==> src/rtl/alu_sequencer.sv <==
// Microsequencer that expands LDA/ADD/SUB/OUTA commands into timed control words
// for the accumulator/B-register/ALU datapath and captures the ALU flags.
module alu_sequencer #(
  parameter int unsigned SETTLE_CYC = 1,
  parameter int unsigned CNT_W      = 8
) (
  input  logic             clk,
  input  logic             rst_n,
  input  logic             cmd_valid,
  output logic             cmd_ready,
  input  logic [2:0]       cmd_op,
  input  logic             abort,
  input  logic             cf_in,
  input  logic             zf_in,
  output logic             nLa,
  output logic             nLb,
  output logic             Ea,
  output logic             Eu,
  output logic             sub,
  output logic             busy,
  output logic             done,
  output logic             err,
  output logic             cf,
  output logic             zf,
  output logic [CNT_W-1:0] op_count
);

  localparam int unsigned SC_W = 3;

  localparam logic [2:0] OP_NOP  = 3'b000;
  localparam logic [2:0] OP_LDA  = 3'b001;
  localparam logic [2:0] OP_ADD  = 3'b010;
  localparam logic [2:0] OP_SUB  = 3'b011;
  localparam logic [2:0] OP_OUTA = 3'b100;

  typedef enum logic [2:0] {
    IDLE, SETTLE, LOAD_A, LOAD_B, EXEC, OUT, DONE
  } state_t;

  state_t           state_q, state_d;
  logic [SC_W-1:0]  cnt_q, cnt_d;
  logic [2:0]       op_q, op_d;
  logic             accept;

  logic             nla_d, nlb_d, ea_d, eu_d, sub_d, busy_d, done_d, err_d, ready_d;
  logic             cf_d, zf_d;
  logic [CNT_W-1:0] op_count_d;

  assign accept = cmd_valid && cmd_ready;

  // Next state plus next value of every registered output.
  always_comb begin
    state_d    = state_q;
    cnt_d      = cnt_q;
    op_d       = op_q;
    cf_d       = cf;
    zf_d       = zf;
    op_count_d = op_count;
    err_d      = 1'b0;

    case (state_q)
      IDLE: begin
        if (accept) begin
          op_d = cmd_op;
          case (cmd_op)
            OP_LDA, OP_ADD, OP_SUB: begin
              state_d = SETTLE;
              cnt_d   = SC_W'(SETTLE_CYC - 1);
            end
            OP_OUTA: state_d = OUT;
            OP_NOP:  state_d = IDLE;
            default: err_d = 1'b1;
          endcase
        end
      end
      SETTLE: begin
        if (cnt_q == '0) state_d = (op_q == OP_LDA) ? LOAD_A : LOAD_B;
        else             cnt_d   = cnt_q - SC_W'(1);
      end
      LOAD_A: state_d = DONE;
      LOAD_B: state_d = EXEC;
      EXEC:   state_d = DONE;
      OUT:    state_d = DONE;
      DONE: begin
        state_d = IDLE;
        if (!abort) begin
          op_count_d = op_count + CNT_W'(1);
          if (op_q == OP_ADD || op_q == OP_SUB) begin
            cf_d = cf_in;
            zf_d = zf_in;
          end
        end
      end
      default: state_d = IDLE;
    endcase

    // Abort wins over every transition out of a busy state.
    if (state_q != IDLE && abort) state_d = IDLE;

    nla_d   = !(state_d == LOAD_A || state_d == EXEC);
    nlb_d   = !(state_d == LOAD_B);
    ea_d    = (state_d == OUT);
    eu_d    = (state_d == EXEC);
    sub_d   = (state_d == EXEC) && (op_d == OP_SUB);
    busy_d  = (state_d != IDLE);
    done_d  = (state_d == DONE);
    ready_d = (state_d == IDLE);
  end

  always_ff @(posedge clk or negedge rst_n) begin
    if (!rst_n) begin
      state_q   <= IDLE;
      cnt_q     <= '0;
      op_q      <= OP_NOP;
      nLa       <= 1'b1;
      nLb       <= 1'b1;
      Ea        <= 1'b0;
      Eu        <= 1'b0;
      sub       <= 1'b0;
      busy      <= 1'b0;
      done      <= 1'b0;
      err       <= 1'b0;
      cmd_ready <= 1'b0;
      cf        <= 1'b0;
      zf        <= 1'b0;
      op_count  <= '0;
    end else begin
      state_q   <= state_d;
      cnt_q     <= cnt_d;
      op_q      <= op_d;
      nLa       <= nla_d;
      nLb       <= nlb_d;
      Ea        <= ea_d;
      Eu        <= eu_d;
      sub       <= sub_d;
      busy      <= busy_d;
      done      <= done_d;
      err       <= err_d;
      cmd_ready <= ready_d;
      cf        <= cf_d;
      zf        <= zf_d;
      op_count  <= op_count_d;
    end
  end

endmodule

==> config.mk <==
export PLATFORM = sky130hd
export DESIGN_NAME = alu_sequencer
export DESIGN_NICKNAME = d
export VERILOG_FILES = /design/src/rtl/alu_sequencer.sv
export SDC_FILE = /design/constraint.sdc
export NUM_CORES = 1
export LEC_CHECK = 0
export CORE_UTILIZATION = 46
export CTS_BUF_LIST = sky130_fd_sc_hd__clkbuf_8
export DETAILED_ROUTE_END_ITERATION = 7
export GPL_ROUTABILITY_DRIVEN = 1
export PLACE_DENSITY = 0.86
export SYNTH_ARGS = -nofsm -noshare
export SYNTH_HDL_FRONTEND = slang
export SYNTH_SLANG_ARGS = --single-unit
==> constraint.sdc <==
create_clock -name clk -period 2.8 [get_ports clk]
set_input_delay 0.28 -clock clk [delete_from_list [all_inputs] [get_ports clk]]
set_output_delay 0.28 -clock clk [all_outputs]
set_load 0.01 [all_outputs]
After elaboration in Yosys (flattened, before gate mapping) --
Cells that the tools add are included.
Operators by class: $add $sub $neg 2, equal/unequal tests 22, multiplexer cells 15, bitwise operators 1, reduce and logical (&&, ||, !) cells 20
Operator list (number):
- $eq A3 B2 Y1 const B | 9
- $mux W3 | 8
- $eq A3 B3 Y1 const B | 7
- $logic_not A3 Y1 | 4
- $pmux W3 S4 | 1
- $eq A3 B1 Y1 const B | 3
- $pmux W3 S3 | 1
- $add A8 B1 Y8 const B | 1
- $pmux W3 S2 | 1
- $reduce_bool A3 Y1 | 2
- $reduce_or A3 Y1 | 2
- $reduce_or A5 Y1 | 1
- $mux W1 | 4
- $ne A2 B2 Y1 const B | 2
- $reduce_and A4 Y1 | 1
- $logic_and A1 B1 Y1 | 3
- $reduce_and A3 Y1 | 1
- $sub A3 B1 Y3 const B | 1
- $logic_not A1 Y1 | 2
- $logic_or A1 B1 Y1 | 2
- $ne A2 B1 Y1 const B | 1
- $reduce_and A2 Y1 | 1
- $reduce_bool A2 Y1 | 1
- $not A1 Y1 | 1
Storage, ports and cells: register bits after elaboration 28, input port bits 9, output and inout bits 19, logic and storage cells 75

Depth between registers and ports, before layout --
Gate-level depths: netlist (run 1).
depth after elaboration 9, gate-level depth with buffers 6, gate-level depth less buffers 6

Least setup slack after synthesis (run 1) --
Ideal clock, no wire load.
kind reg-to-reg, start register cnt_q[0], end register busy, setup time 131 ps, data arrival time 1483 ps, data required time 2669 ps, slack 1186 ps, cell stages (with the launch flop) 7, path buffers 0, period minus slack after synthesis 1614 ps, cell sequence dfrtp_1 inv_1 ha_1 and2b_1 a31oi_2 o21a_4 or3_1
Between the ends: cells in the longest elaborated chain, start to end 5
RTL lines:
- start: declaration | RTL line 41 | logic [SC_W-1:0] cnt_q, cnt_d;
- start signal: assignment | RTL line 129 | cnt_q <= cnt_d;
- $logic_not A3 Y1 | RTL line 77 | if (cnt_q == '0) state_d = (op_q == OP_LDA) ? LOAD_A : LOAD_B;
- $mux W3 | RTL line 77
- $pmux W3 S4 | RTL line 61 | case (state_q)
- $mux W3 | RTL line 98 | if (state_q != IDLE && abort) state_d = IDLE;
- via state_d[0] | RTL line 40 | state_t state_q, state_d;
- $reduce_bool A3 Y1 | RTL line 105 | busy_d = (state_d != IDLE);
- via busy_d | RTL line 45 | logic nla_d, nlb_d, ea_d, eu_d, sub_d, busy_d, done_d, err_d, ready_d;
- end signal: assignment | RTL line 136 | busy <= busy_d;
- end: declaration | RTL line 20 | output logic busy,
The timed path passes the listed nets, and every way through them passes these cells. A chain may end at the register's enable or synchronous reset.

Worst setup path after layout (run 1) --
Ends and elaborated chain as after synthesis.

==> run_results.csv, run 1 <==
group,metric,value,unit
outcome,status,"finished, final reports clean",
detailed_routing,vias,887,
worst_setup_path,arrival,1930,ps
detailed_routing,wire_per_inst,14.51,um
global_route,grt_pass1_vias,839,
global_route,grt-ovfl-total,0,
detailed_routing,viasPerCell,5.409,
sta,slew_viol_final,0,
logic_synthesis,ys.flop_type,"dfrtp_1",
sta,final.setup_skew,1.904,ps
global_route,grtUsageTotal,0.1863,
worst_setup_path,crit_type,"register to register",
sta,period_minus_slack,1763,ps
placement,dp_hpwl,1664,um
clocking,cts_tree,"yes",
worst_setup_path,worstPathRequired,2960,ps
global_route,grt_pass1_wl,3760,um
clocking,clk-insertion-delay-late,270,ps
logic_synthesis,syn-num-nets,117,
floorplan,initial_core_util,0.5000,
worst_setup_path,crit_path_start_kind,"register",
logic_synthesis,synth.cell_area,1272,sq um
logic_synthesis,ys_types,37,
power_and_ir_drop,power.density,893.4,nW/um^2
worst_setup_path,crit_path_end_kind,"register",
power_and_ir_drop,peakVddDrop,0.5202,mV
worst_setup_path,rr_endpoint,"busy",
detailed_routing,firstDrtPassIters,4,
floorplan,rows,18,
detailed_routing,drc,0,
sta,hold_viol_final,0,
placement,place.gp.congestion,0.8688,
sta,finalSetupViolations,0,
floorplan,die_h,54.60,um
finish,final_cell_mix,"clkdlybuf4s50_1, dfrtp_1, nor2_1",
worst_setup_path,path_cells,"inv_1, ha_1, and2b_1, a31oi_2, o21a_4, or3_1",
logic_synthesis,ys_ff_latch,28,
detailed_routing,drtIter0Drc,22,
finish,fin_cells,164,
job,max_cap_violations,0,
logic_synthesis,ys_seq_area_frac,0.5526,
sta,fin_crit_sh,0.6297,
logic_synthesis,yosysWarnings,0,
clocking,cts.sinks,28,
floorplan,core,2545,sq um
sta,clock.fmax,0.5672,GHz
finish,final_nets,147,
floorplan,io_pins,28,
clocking,htree_levels,1,
logic_synthesis,synth_edf_count,0,
global_route,grt_max_degree,29,
sta,worst_pin_slew,457.6,ps
clocking,cts_buffers,3,
worst_setup_path,path_buf_inv,1,
worst_setup_path,r2r_start,"cnt_q[0]",
placement,dp_cells,160,
power_and_ir_drop,power.leakage,0.7096,nW
detailed_routing,ant_nets,0,
floorplan,die-area,2981,sq um
worst_setup_path,r2r_setup_slack,1040,ps
finish,areaGrowthSynthToFinish,28.71,%
sta,maxSlewHeadroom,0.6950,
worst_setup_path,rr_worst_depth,6,
worst_setup_path,critical-path-top-delay-family,"simple AND/OR/NAND/NOR gates",
worst_setup_path,crit_slowest_cell,"dfrtp_1",
worst_setup_path,critPathMaxStageDelay,400,ps
logic_synthesis,synth_cells,105,
clocking,cts_setup_buffers,0,
clocking,clk_pin_slew,90,ps
placement,port_buffers,27,
hold_path,hold_class,"primary input to asynchronous set/reset pin",
clocking,cts_root_buf,"clkbuf_8",
sta,finalSetupTns,0,ps
finish,n_antenna_cell,0,
worst_setup_path,path_max_fanout,4,
logic_synthesis,avgSynthCellArea,12.12,sq um
finish,final_common_cell,"clkdlybuf4s50_1",
detailed_routing,routed_wl,2379,um
finish,drive_gt1_frac,0.1493,
logic_synthesis,synthArstFlopShare,1.000,
floorplan,die_x,54.60,um
clocking,ctsResizeCount,0,
clocking,clock_path_buffers,2,
clocking,cts_hold_buffers,0,
global_route,antenna_found_initial,0,
sta,rsz0062_at_grt,"no",
## worst max path at each step
stage / start / endpoint / cells after the start / slack, ps
floorplan: cnt_q[0] / busy / 6 / 1190
global placement: abort / op_count[7] / 5 / 960
detailed placement: abort / op_count[7] / 5 / 940
CTS: cnt_q[0] / busy / 6 / 1020
global route: cnt_q[0] / nLa / 6 / 940
finish: cnt_q[0] / busy / 6 / 1040
## cells by family after synthesis
family,after synthesis,synth area share
AOI/OAI and AO/OA,14,0.08554
adders and majority gates,3,0.02950
muxes,6,0.05309
xor gates and xnor gates,7,0.04818
buffers and inverters,7,0.02851
and+or+nand+nor,40,0.2026
DFF,28,0.5526
## power breakdown
part	switching (mW)	internal (mW)	leakage, nW	total [mW]
Sequential	0.0966	0.523	0.363	0.619
Combinational	0.242	0.284	0.311	0.526
Clock	0.127	0.192	0.0357	0.318
## through the flow
| step | cell area (sq um) | worst slack [ps] | power, mW | hold slack (ps) | util |
|---|---|---|---|---|---|
| after CTS | 1638 | 1019 | 1.473 | 372.6 | 0.6436 |
| after global routing | 1638 | 944.6 | 1.549 | 388.8 | 0.6436 |
| after floorplan | 1272 | 1186 | 0.9378 | -15.59 | - |
| after detailed placement | 1567 | 942.9 | 1.150 | 465.7 | 0.6155 |
| final | 1638 | 1037 | 1.463 | 362.8 | 0.6436 |
| after global placement | 1567 | 955.7 | 1.133 | 461.0 | 0.6155 |
## routing by layer
metal | wire length, um | GRT usage | part of all wire | vias up
met5 | 0 | 0 | 0 | -
met4 | 68 | 0.1026 | 0.029 | 0
met3 | 93 | 0.03611 | 0.039 | 7
met2 | 1128 | 0.2851 | 0.47 | 26
met1 | 1088 | 0.2456 | 0.46 | 422
li1 | - | - | - | 432
## cell type report
class,instances,area [sq um]
fillers,195,907.1
clock inverters,1,30.03
clock buffers,3,41.29
repair buffers,28,277.8
well taps,30,37.54
multi-input cells,70,533.0
inverters,4,15.01
flip-flops and latches,28,703.2
## worst register-to-register path: cells and delay by family (launching register included)
kind | cells | cell delay [ps]
buffers and inverters | 1 | 90
DFF | 1 | 400
AOI/OAI and AO/OA | 2 | 390
adders and majority gates | 1 | 170
and+or+nand+nor | 2 | 600
## flip-flops by register name, indices dropped and copies added (netlist names), 3 cells and up
name / cells
cnt_q: 3
op_count: 8
state_q: 3
op_q: 3
## Yosys cell counts (2+ instances only)
cell	instances	area [sq um]
nor3_1	5	25.02
xnor2_1	5	43.79
dfrtp_1	26	650.6
nand2_1	5	18.77
inv_1	4	15.01
o22ai_1	2	12.51
o21ai_0	3	15.01
a21oi_1	2	10.01
buf_2	2	10.01
nand4_1	3	18.77
nand3_1	4	20.02
nor2_1	7	26.28
dfstp_2	2	52.55
ha_1	3	37.54
nor3b_1	3	22.52
xor2_1	2	17.52
mux2_2	6	67.56
nor4b_1	2	17.52
Power figures use the tool's default switching activity.
==> run 2, diff against run 1 <==
--- a/config.mk
+++ b/config.mk
@@ -9,7 +9,7 @@
 export CTS_BUF_LIST = sky130_fd_sc_hd__clkbuf_8
 export DETAILED_ROUTE_END_ITERATION = 7
 export GPL_ROUTABILITY_DRIVEN = 1
-export PLACE_DENSITY = 0.86
+export PLACE_DENSITY = 0.89
 export SYNTH_ARGS = -nofsm -noshare
 export SYNTH_HDL_FRONTEND = slang
 export SYNTH_SLANG_ARGS = --single-unit
==> constraint.sdc (replaced) <==
create_clock -name clk -period 1.5 [get_ports clk]
set_input_delay 0.15 -clock clk [delete_from_list [all_inputs] [get_ports clk]]
set_output_delay 0.15 -clock clk [all_outputs]
set_load 0.01 [all_outputs]
==> run 2 against run 1 <==
Net effect:
- critical path depth rose by 1
- the flow now finishes with violations (setup timing)
- cell count increased by 25%
- total power grew 130%
- clock-buffer cell count unchanged
- die area stayed put
- sequential share of layout area decreased by 9.9 points
- critical path type unchanged
- combinational power grew to 3.4 times the previous value
- largest power group is now combinational logic
- worst hold slack lost 170 ps
- sequential power increased by 89%
- routed wire length up 69%
==> run_results.csv, run 2 (same netlist as run 1, synthesis figures left out) <==
group,metric,value,unit
outcome,status,"finished with violations",
outcome,failed_checks,"setup timing",
finish,n_antenna_cell,0,
sta,rsz0062_at_grt,"yes",
clocking,cts_tree,"yes",
placement,dp_hpwl,2112,um
power_and_ir_drop,finalPower,3.368,mW
worst_setup_path,crit_type,"register to register",
sta,final.setup_skew,5.743,ps
clocking,cts_hold_buffers,0,
finish,final_cell_mix,"buf_4, dfrtp_1, clkdlybuf4s50_1",
detailed_routing,drc,0,
worst_setup_path,crit_path_start_kind,"register",
detailed_routing,routed_wl,4018,um
finish,fin_cells,205,
placement,dp_cells,189,
finish,areaGrowthSynthToFinish,67.45,%
global_route,grt_max_degree,21,
clocking,clk-insertion-delay-late,270,ps
global_route,grt_pass1_vias,1073,
detailed_routing,wire_per_inst,19.60,um
worst_setup_path,worstPathRequired,1650,ps
power_and_ir_drop,power.leakage,0.9610,nW
global_route,grt_pass1_wl,5112,um
worst_setup_path,crit_path_end_kind,"register",
clocking,cts_root_buf,"clkbuf_8",
floorplan,io_pins,28,
sta,fin_crit_sh,1.096,
floorplan,die-area,2981,sq um
detailed_routing,vias,1122,
finish,final_common_cell,"buf_4",
detailed_routing,firstDrtPassIters,4,
floorplan,core,2545,sq um
sta,worst_pin_slew,474.8,ps
job,max_cap_violations,0,
detailed_routing,ant_nets,0,
power_and_ir_drop,peakVddDrop,1.478,mV
sta,setup_ws,-143.6,ps
finish,drive_gt1_frac,0.5029,
clocking,htree_levels,1,
floorplan,initial_core_util,0.5000,
sta,period_minus_slack,1644,ps
clocking,cts.sinks,28,
floorplan,rows,18,
finish,max_flop_register,"op_count",
floorplan,die_x,54.60,um
power_and_ir_drop,power.density,1581,nW/um^2
sta,hold_viol_final,0,
finish,largest_reg_flops,8,
sta,slew_viol_final,0,
floorplan,die_h,54.60,um
global_route,grtUsageTotal,0.2537,
clocking,clock_path_buffers,2,
sta,finalSetupViolations,18,
placement,place.gp.congestion,0.8489,
sta,clock.fmax,0.6084,GHz
global_route,antenna_found_initial,0,
clocking,cts_buffers,3,
hold_path,hold_class,"primary input to asynchronous set/reset pin",
placement,port_buffers,27,
finish,final_nets,189,
detailed_routing,drtIter0Drc,29,
clocking,clk_pin_slew,90,ps
sta,maxSlewHeadroom,0.6825,
worst_setup_path,r2r_setup_slack,-140,ps
worst_setup_path,path_max_fanout,3,
detailed_routing,viasPerCell,5.473,
global_route,grt-ovfl-total,0,
worst_setup_path,arrival,1800,ps
[run 2: per-layer routing]
metal | GRT usage | share of wire
met4 | 0.05128 | 0.034
met3 | 0.04167 | 0.041
met2 | 0.4719 | 0.52
met5 | 0 | 0
met1 | 0.3020 | 0.41
[run 2: what timing repair did]
item	CTS	global route
resized for setup	16	23
setup buffers	7	6
pin swaps	3	7
endpoints found under the setup margin	14	22
[run 2: metrics by stage]
| stage | setup TNS [ps] | area [sq um] | setup slack, ps | hold slack (ps) | utilization |
|---|---|---|---|---|---|
| final | -1141 | 2131 | -143.6 | 189.8 | 0.8373 |
| after global routing | -1859 | 2131 | -184.9 | 230.8 | 0.8373 |
| after CTS | -418.1 | 1979 | -93.20 | 203.9 | 0.7778 |
| after detailed placement | -1791 | 1827 | -299.2 | 469.8 | 0.7178 |
| after global placement | -784.0 | 1827 | -119.5 | 460.4 | 0.7178 |
| after floorplan | -121.5 | 1309 | -30.26 | -145.6 | - |
[run 2: final cells by class]
cell class | instances | area, sq um
clock buffers | 3 | 41.29
fillers | 111 | 414.1
inverters | 4 | 15.01
multi-input cells | 70 | 703.2
flip-flops and latches | 28 | 704.4
well taps | 30 | 37.54
repair buffers | 70 | 629.4
[run 2: worst paths after layout]
check | startpoint | endpoint | depth (start not counted)
max | cnt_q[0] | busy | 7
min | rst_n | err | 1
max reg2reg | cnt_q[0] | busy | 7
min reg2reg | zf | zf | 1
max in group asynchronous | rst_n | state_q[1] | 2
min in group clk | cf_in | cf | 2
[run 2: worst max-delay path: stages, from the launching register on]
cell and delay (ps):
dfrtp_1 410, inv_2 90, ha_4 130, and2b_2 180, buf_6 110, a31oi_4 90, o21a_4 220, or3_1 300
[run 2: where the power goes]
part	total, mW	internal (mW)	switching [mW]
clock network	0.404	0.180	0.223
logic	1.80	0.982	0.814
registers	1.17	0.978	0.190
